<file path="src/rtl/hex_keypad_entry.sv">
// 4x4 hex keypad scanner: column scan, per-scan debounce FSM and a 4-digit
// shift register of accepted keys.
module hex_keypad_entry #(
  parameter int unsigned SCAN_DIV       = 10000,
  parameter int unsigned DEBOUNCE_SCANS = 4
) (
  input  logic        clk,
  input  logic        rst_n,
  input  logic [3:0]  row,
  output logic [3:0]  col,
  input  logic        clear,
  output logic [15:0] value,
  output logic [3:0]  key_code,
  output logic        key_valid
);

  localparam int unsigned DIV_W = $clog2(SCAN_DIV);
  localparam int unsigned DB_W  = $clog2(DEBOUNCE_SCANS + 1);

  typedef enum logic [1:0] {IDLE, CAND, HELD} state_t;

  state_t           state, state_next;
  logic [DB_W-1:0]  deb, deb_next;
  logic [3:0]       cand, cand_next;
  logic             accept;

  logic [3:0]       row_m, row_s;
  logic [DIV_W-1:0] div_cnt;
  logic [1:0]       col_idx;
  logic             sample, scan_end;

  logic [2:0]       col_hits;
  logic [3:0]       col_code;
  logic [1:0]       acc_hits;
  logic [3:0]       acc_code;
  logic [2:0]       scan_hits;
  logic [3:0]       scan_code;
  logic             scan_none, scan_single;

  function automatic logic [3:0] key_map(input logic [1:0] r, input logic [1:0] c);
    case ({r, c})
      4'h0: key_map = 4'h1;  4'h1: key_map = 4'h2;  4'h2: key_map = 4'h3;  4'h3: key_map = 4'hA;
      4'h4: key_map = 4'h4;  4'h5: key_map = 4'h5;  4'h6: key_map = 4'h6;  4'h7: key_map = 4'hB;
      4'h8: key_map = 4'h7;  4'h9: key_map = 4'h8;  4'hA: key_map = 4'h9;  4'hB: key_map = 4'hC;
      4'hC: key_map = 4'h0;  4'hD: key_map = 4'hF;  4'hE: key_map = 4'hE;  default: key_map = 4'hD;
    endcase
  endfunction

  assign col      = ~(4'b0001 << col_idx);
  assign sample   = (div_cnt == DIV_W'(SCAN_DIV - 1));
  assign scan_end = sample && (col_idx == 2'd3);

  always_comb begin
    col_hits = '0;
    col_code = '0;
    for (int unsigned r = 0; r < 4; r++) begin
      if (!row_s[r]) begin
        col_hits = col_hits + 3'd1;
        col_code = key_map(2'(r), col_idx);
      end
    end
  end

  // Running hit count saturates at 2: only none / single / multi matter.
  assign scan_hits   = {1'b0, acc_hits} + col_hits;
  assign scan_code   = (acc_hits != 2'd0) ? acc_code : col_code;
  assign scan_none   = (scan_hits == 3'd0);
  assign scan_single = (scan_hits == 3'd1);

  always_ff @(posedge clk) begin
    if (!rst_n) begin
      row_m    <= '1;
      row_s    <= '1;
      div_cnt  <= '0;
      col_idx  <= '0;
      acc_hits <= '0;
      acc_code <= '0;
    end else begin
      row_m <= row;
      row_s <= row_m;
      if (sample) begin
        div_cnt  <= '0;
        col_idx  <= col_idx + 2'd1;
        acc_code <= scan_code;
        if (col_idx == 2'd3)
          acc_hits <= '0;
        else
          acc_hits <= (scan_hits >= 3'd2) ? 2'd2 : scan_hits[1:0];
      end else begin
        div_cnt <= div_cnt + DIV_W'(1);
      end
    end
  end

  always_comb begin
    state_next = state;
    deb_next   = deb;
    cand_next  = cand;
    accept     = 1'b0;
    if (scan_end) begin
      case (state)
        IDLE: begin
          if (scan_single) begin
            cand_next = scan_code;
            if (DEBOUNCE_SCANS == 1) begin
              accept     = 1'b1;
              state_next = HELD;
              deb_next   = '0;
            end else begin
              state_next = CAND;
              deb_next   = DB_W'(1);
            end
          end
        end
        CAND: begin
          if (scan_single && scan_code == cand) begin
            if (32'(deb) + 32'd1 == DEBOUNCE_SCANS) begin
              accept     = 1'b1;
              state_next = HELD;
              deb_next   = '0;
            end else begin
              deb_next = deb + DB_W'(1);
            end
          end else if (scan_single) begin
            cand_next = scan_code;
            deb_next  = DB_W'(1);
          end else begin
            state_next = IDLE;
            deb_next   = '0;
          end
        end
        HELD: begin
          if (scan_none) begin
            if (32'(deb) + 32'd1 == DEBOUNCE_SCANS) begin
              state_next = IDLE;
              deb_next   = '0;
            end else begin
              deb_next = deb + DB_W'(1);
            end
          end else begin
            deb_next = '0;
          end
        end
        default: begin
          state_next = IDLE;
          deb_next   = '0;
        end
      endcase
    end
  end

  always_ff @(posedge clk) begin
    if (!rst_n) begin
      state     <= IDLE;
      deb       <= '0;
      cand      <= '0;
      key_valid <= 1'b0;
      key_code  <= '0;
      value     <= '0;
    end else begin
      state     <= state_next;
      deb       <= deb_next;
      cand      <= cand_next;
      key_valid <= accept;
      if (accept)
        key_code <= scan_code;
      if (clear)
        value <= '0;
      else if (accept)
        value <= {value[11:0], scan_code};
    end
  end

endmodule

</file>
<file path="config.mk">
export PLATFORM = sky130hd
export DESIGN_NAME = hex_keypad_entry
export DESIGN_NICKNAME = d
export VERILOG_FILES = /design/src/rtl/hex_keypad_entry.sv
export SDC_FILE = /design/constraint.sdc
export NUM_CORES = 1
export LEC_CHECK = 0
export ABC_AREA = 1
export CAP_MARGIN = 20
export CORE_AREA = 2 2 102 104
export CTS_CLUSTER_DIAMETER = 120
export DETAILED_ROUTE_END_ITERATION = 16
export DIE_AREA = 0 0 104 106
export PLACE_DENSITY = 0.48
export REMOVE_ABC_BUFFERS = 1
export SYNTH_ARGS = -nofsm -noshare
export SYNTH_HDL_FRONTEND = slang
export SYNTH_SLANG_ARGS = --single-unit
</file>
<file path="constraint.sdc">
create_clock -name clk -period 4.5 [get_ports clk]
set_input_delay 0.675 -clock clk [delete_from_list [all_inputs] [get_ports clk]]
set_output_delay 0.675 -clock clk [all_outputs]
set_load 0.005 [all_outputs]
</file>
==> results_dict.tcl <==
set metrics [dict create \
    status "finished, final reports clean" \
    cts_resized 0 \
    critPathMaxStageDelay_ps 430 \
    synth_top_area_share_pct 40.96 \
    final_common_cell "nand2_1" \
    drv_cap 0 \
    dieHeight_um 106 \
    num_rows 37 \
    seq_area_frac_synth_pct 40.96 \
    finalWirelength_um 6183 \
    antenna_found_initial 0 \
    dpl_cell_area_um2 3363 \
    wl_per_cell_um 10.68 \
    cts_made_buffers 9 \
    synthDistinctLibCells 40 \
    ios 32 \
    grt_pass1_wl_um 10940 \
    yosys_warnings 0 \
    critPathKind "flop to flop" \
    fin_cells 579 \
    rsz0062_at_grt "no" \
    whs_ps 416.1 \
    path_clk_slew_ps 80 \
    final_area_um2 3540 \
    grt_pass1_vias 2371 \
    crit_arrival_ps 3910 \
    ir_drop_mv 0.2032 \
    ant_nets 0 \
    cts-root-buf "clkbuf_8" \
    crit_top_cell "nand2_1" \
    postCtsSetupBuffers 0 \
    clockBufferDepth 2 \
    fillers 1070 \
    start_util_pct 29.33 \
    drtPass1Iterations 4 \
    fin_crit_sh_pct 80.77 \
    synth_area_per_cell_um2 7.259 \
    cts_tree "done" \
    power.density_nw_per_um2 291.0 \
    tns_ps 0 \
    drtIter0Drc 139 \
    met1_usage_pct 15.61 \
    yosysTopAreaCell "dfxtp_1" \
    via_per_inst 4.295 \
    slew_headroom_pct 43.48 \
    core_um2 10000 \
    power_mw 1.030 \
    drc 0 \
    synth-main-ff-cell "dfxtp_1" \
    start_kind "flop" \
    htreeDepth 3 \
    synth_edf_count 0 \
    io_buffer_count 31 \
    worst_hold_path_type "flop to flop" \
    hold_violations 0 \
    die-area_um2 11020 \
    die_x_um 104 \
    maxSlewViolCount 0 \
    crit_fanout 27 \
    diodes 0 \
    syn_area_um2 2933 \
    cp-end-kind "flop" \
    synth_seq_cells 60 \
    syn_inst 404 \
    drive_gt1_share_pct 11.29 \
    area_growth_pct 20.69 \
    dp_hpwl_um 4490 \
    worst_slew_pin_slew_ps 844.6 \
    cp_data_required_time_ps 4780 \
    synth_area_leaders "dfxtp_1 41%, nand2_1 14%, inv_1 7.2%" \
    leakagePower_nw 1.505 \
    fin_skew_ps 12.76 \
    insertion_delay_ps 340 \
    grt.busiest_layer "met2" \
    overflow 0 \
    grt.met2_usage_pct 19.36 \
    grt_util_met3_pct 3.372 \
    vias 2487 \
    place_congestion 0.7993 \
    final_cell_mix "108 x nand2_1, 60 x dfxtp_1, 56 x inv_1" \
    timing.final.crit_period_ps 3634 \
    num-nets-final 459 \
    grt_max_degree 28 \
    hold_buffers 0 \
    track_usage_pct 12.25 \
    setup-violations-final 0 \
    cts_sinks 60 \
    synthArstFlopShare_pct 0 \
    fmax_mhz 275.1 \
    path_cells "inv_2 -> ha_1 -> xnor2_1 -> ha_1 -> nand2_1 -> nand2_1 -> fa_1 -> nand3b_1 -> nand2_1 -> nand2_1 -> nand2_2 -> nand2_2 -> nor3_4 -> nand4_2 -> inv_2 -> nand3_4 -> clkinv_2 -> nand2_1 -> a21oi_1" \
    cpMaxStageDelayCell "dfxtp_1" \
    dpl.cell_count 563 \
]
[cell type report]
cell class	instances	area [um2]	share of cell area, %
Multi-Input combinational cell	275	1445	40.83
Sequential cell	60	1201	33.93
Timing Repair Buffer	32	317.8	8.978
Inverter	60	229.0	6.469
Tap cell	136	170.2	4.807
Clock buffer	9	123.9	3.499
Clock inverter	7	52.55	1.485
[metal layers]
metal,wire [um],part of all wire (%)
met1,3068,50
met2,2838,46
met3,169,2.7
met4,108,1.7
met5,0,0
[synth_stat cells (2+ instances only)]
cell and instances:
nand2_2 8, nor2_2 4, a21oi_1 34, a211oi_1 3
o22ai_1 2, nor3b_1 2, xor2_1 3, o21ai_1 2
inv_2 2, ha_1 13, o21ai_0 6, nor2_1 37
nand2_1 108, xnor2_1 3, inv_1 56, buf_6 3
dfxtp_1 60, nand4_1 2, or2_2 9, nand3_1 17
nor3_1 6, nor4_1 2, clkbuf_1 5
[per-stage QoR]
step | utilization [%] | worst slack (ps)
floorplan | - | 1296
global placement | 33.63 | 1011
detailed placement | 33.63 | 859.7
CTS | 35.40 | 839.9
global route | 35.40 | 468.0
finish | 35.40 | 865.6
[power by group]
group | internal (mW) | total [mW] | leakage [nW] | switching (mW)
clock network | 0.202 | 0.435 | 0.0896 | 0.233
logic | 0.0199 | 0.0549 | 0.930 | 0.0350
registers | 0.536 | 0.540 | 0.486 | 0.00428
[final timing paths]
check	cells after the start	slack [ps]	to	start
worst max-delay path	19	870	value[0]	row_s[1]
worst min-delay path	1	420	row_s[3]	row_m[3]
worst max register to register	19	870	value[0]	row_s[1]
worst min register to register	1	420	row_s[3]	row_m[3]
[worst max-delay path, delay by kind of cell (launching register included)]
family	cells	cell delay, ps
buf+inv	3	450
compound gates	1	130
fa+ha+maj	3	970
simple gates	11	1350
flops	1	430
xor+xnor	1	230
[registers in the layout (all words and copies together), names as in the netlist]
signal and count:
acc_code 4, acc_hits 2, cand 4, col_idx 2
deb 3, div_cnt 14, key_code 4, key_valid 1
row_m 4, row_s 4, state 2, value 16
[cell families (layout without fill, tap and decap cells)]
family	Yosys count	in the layout	share of synthesized area, %
buffers and inverters	69	108	9.769
adder cells (fa/ha/maj)	14	14	6.229
AND/OR/NAND/NOR	202	202	31.14
flip-flops	60	60	40.96
AO/OA/AOI/OAI	53	53	10.11
XOR/XNOR	6	6	1.792
Power figures use the tool's default switching activity.
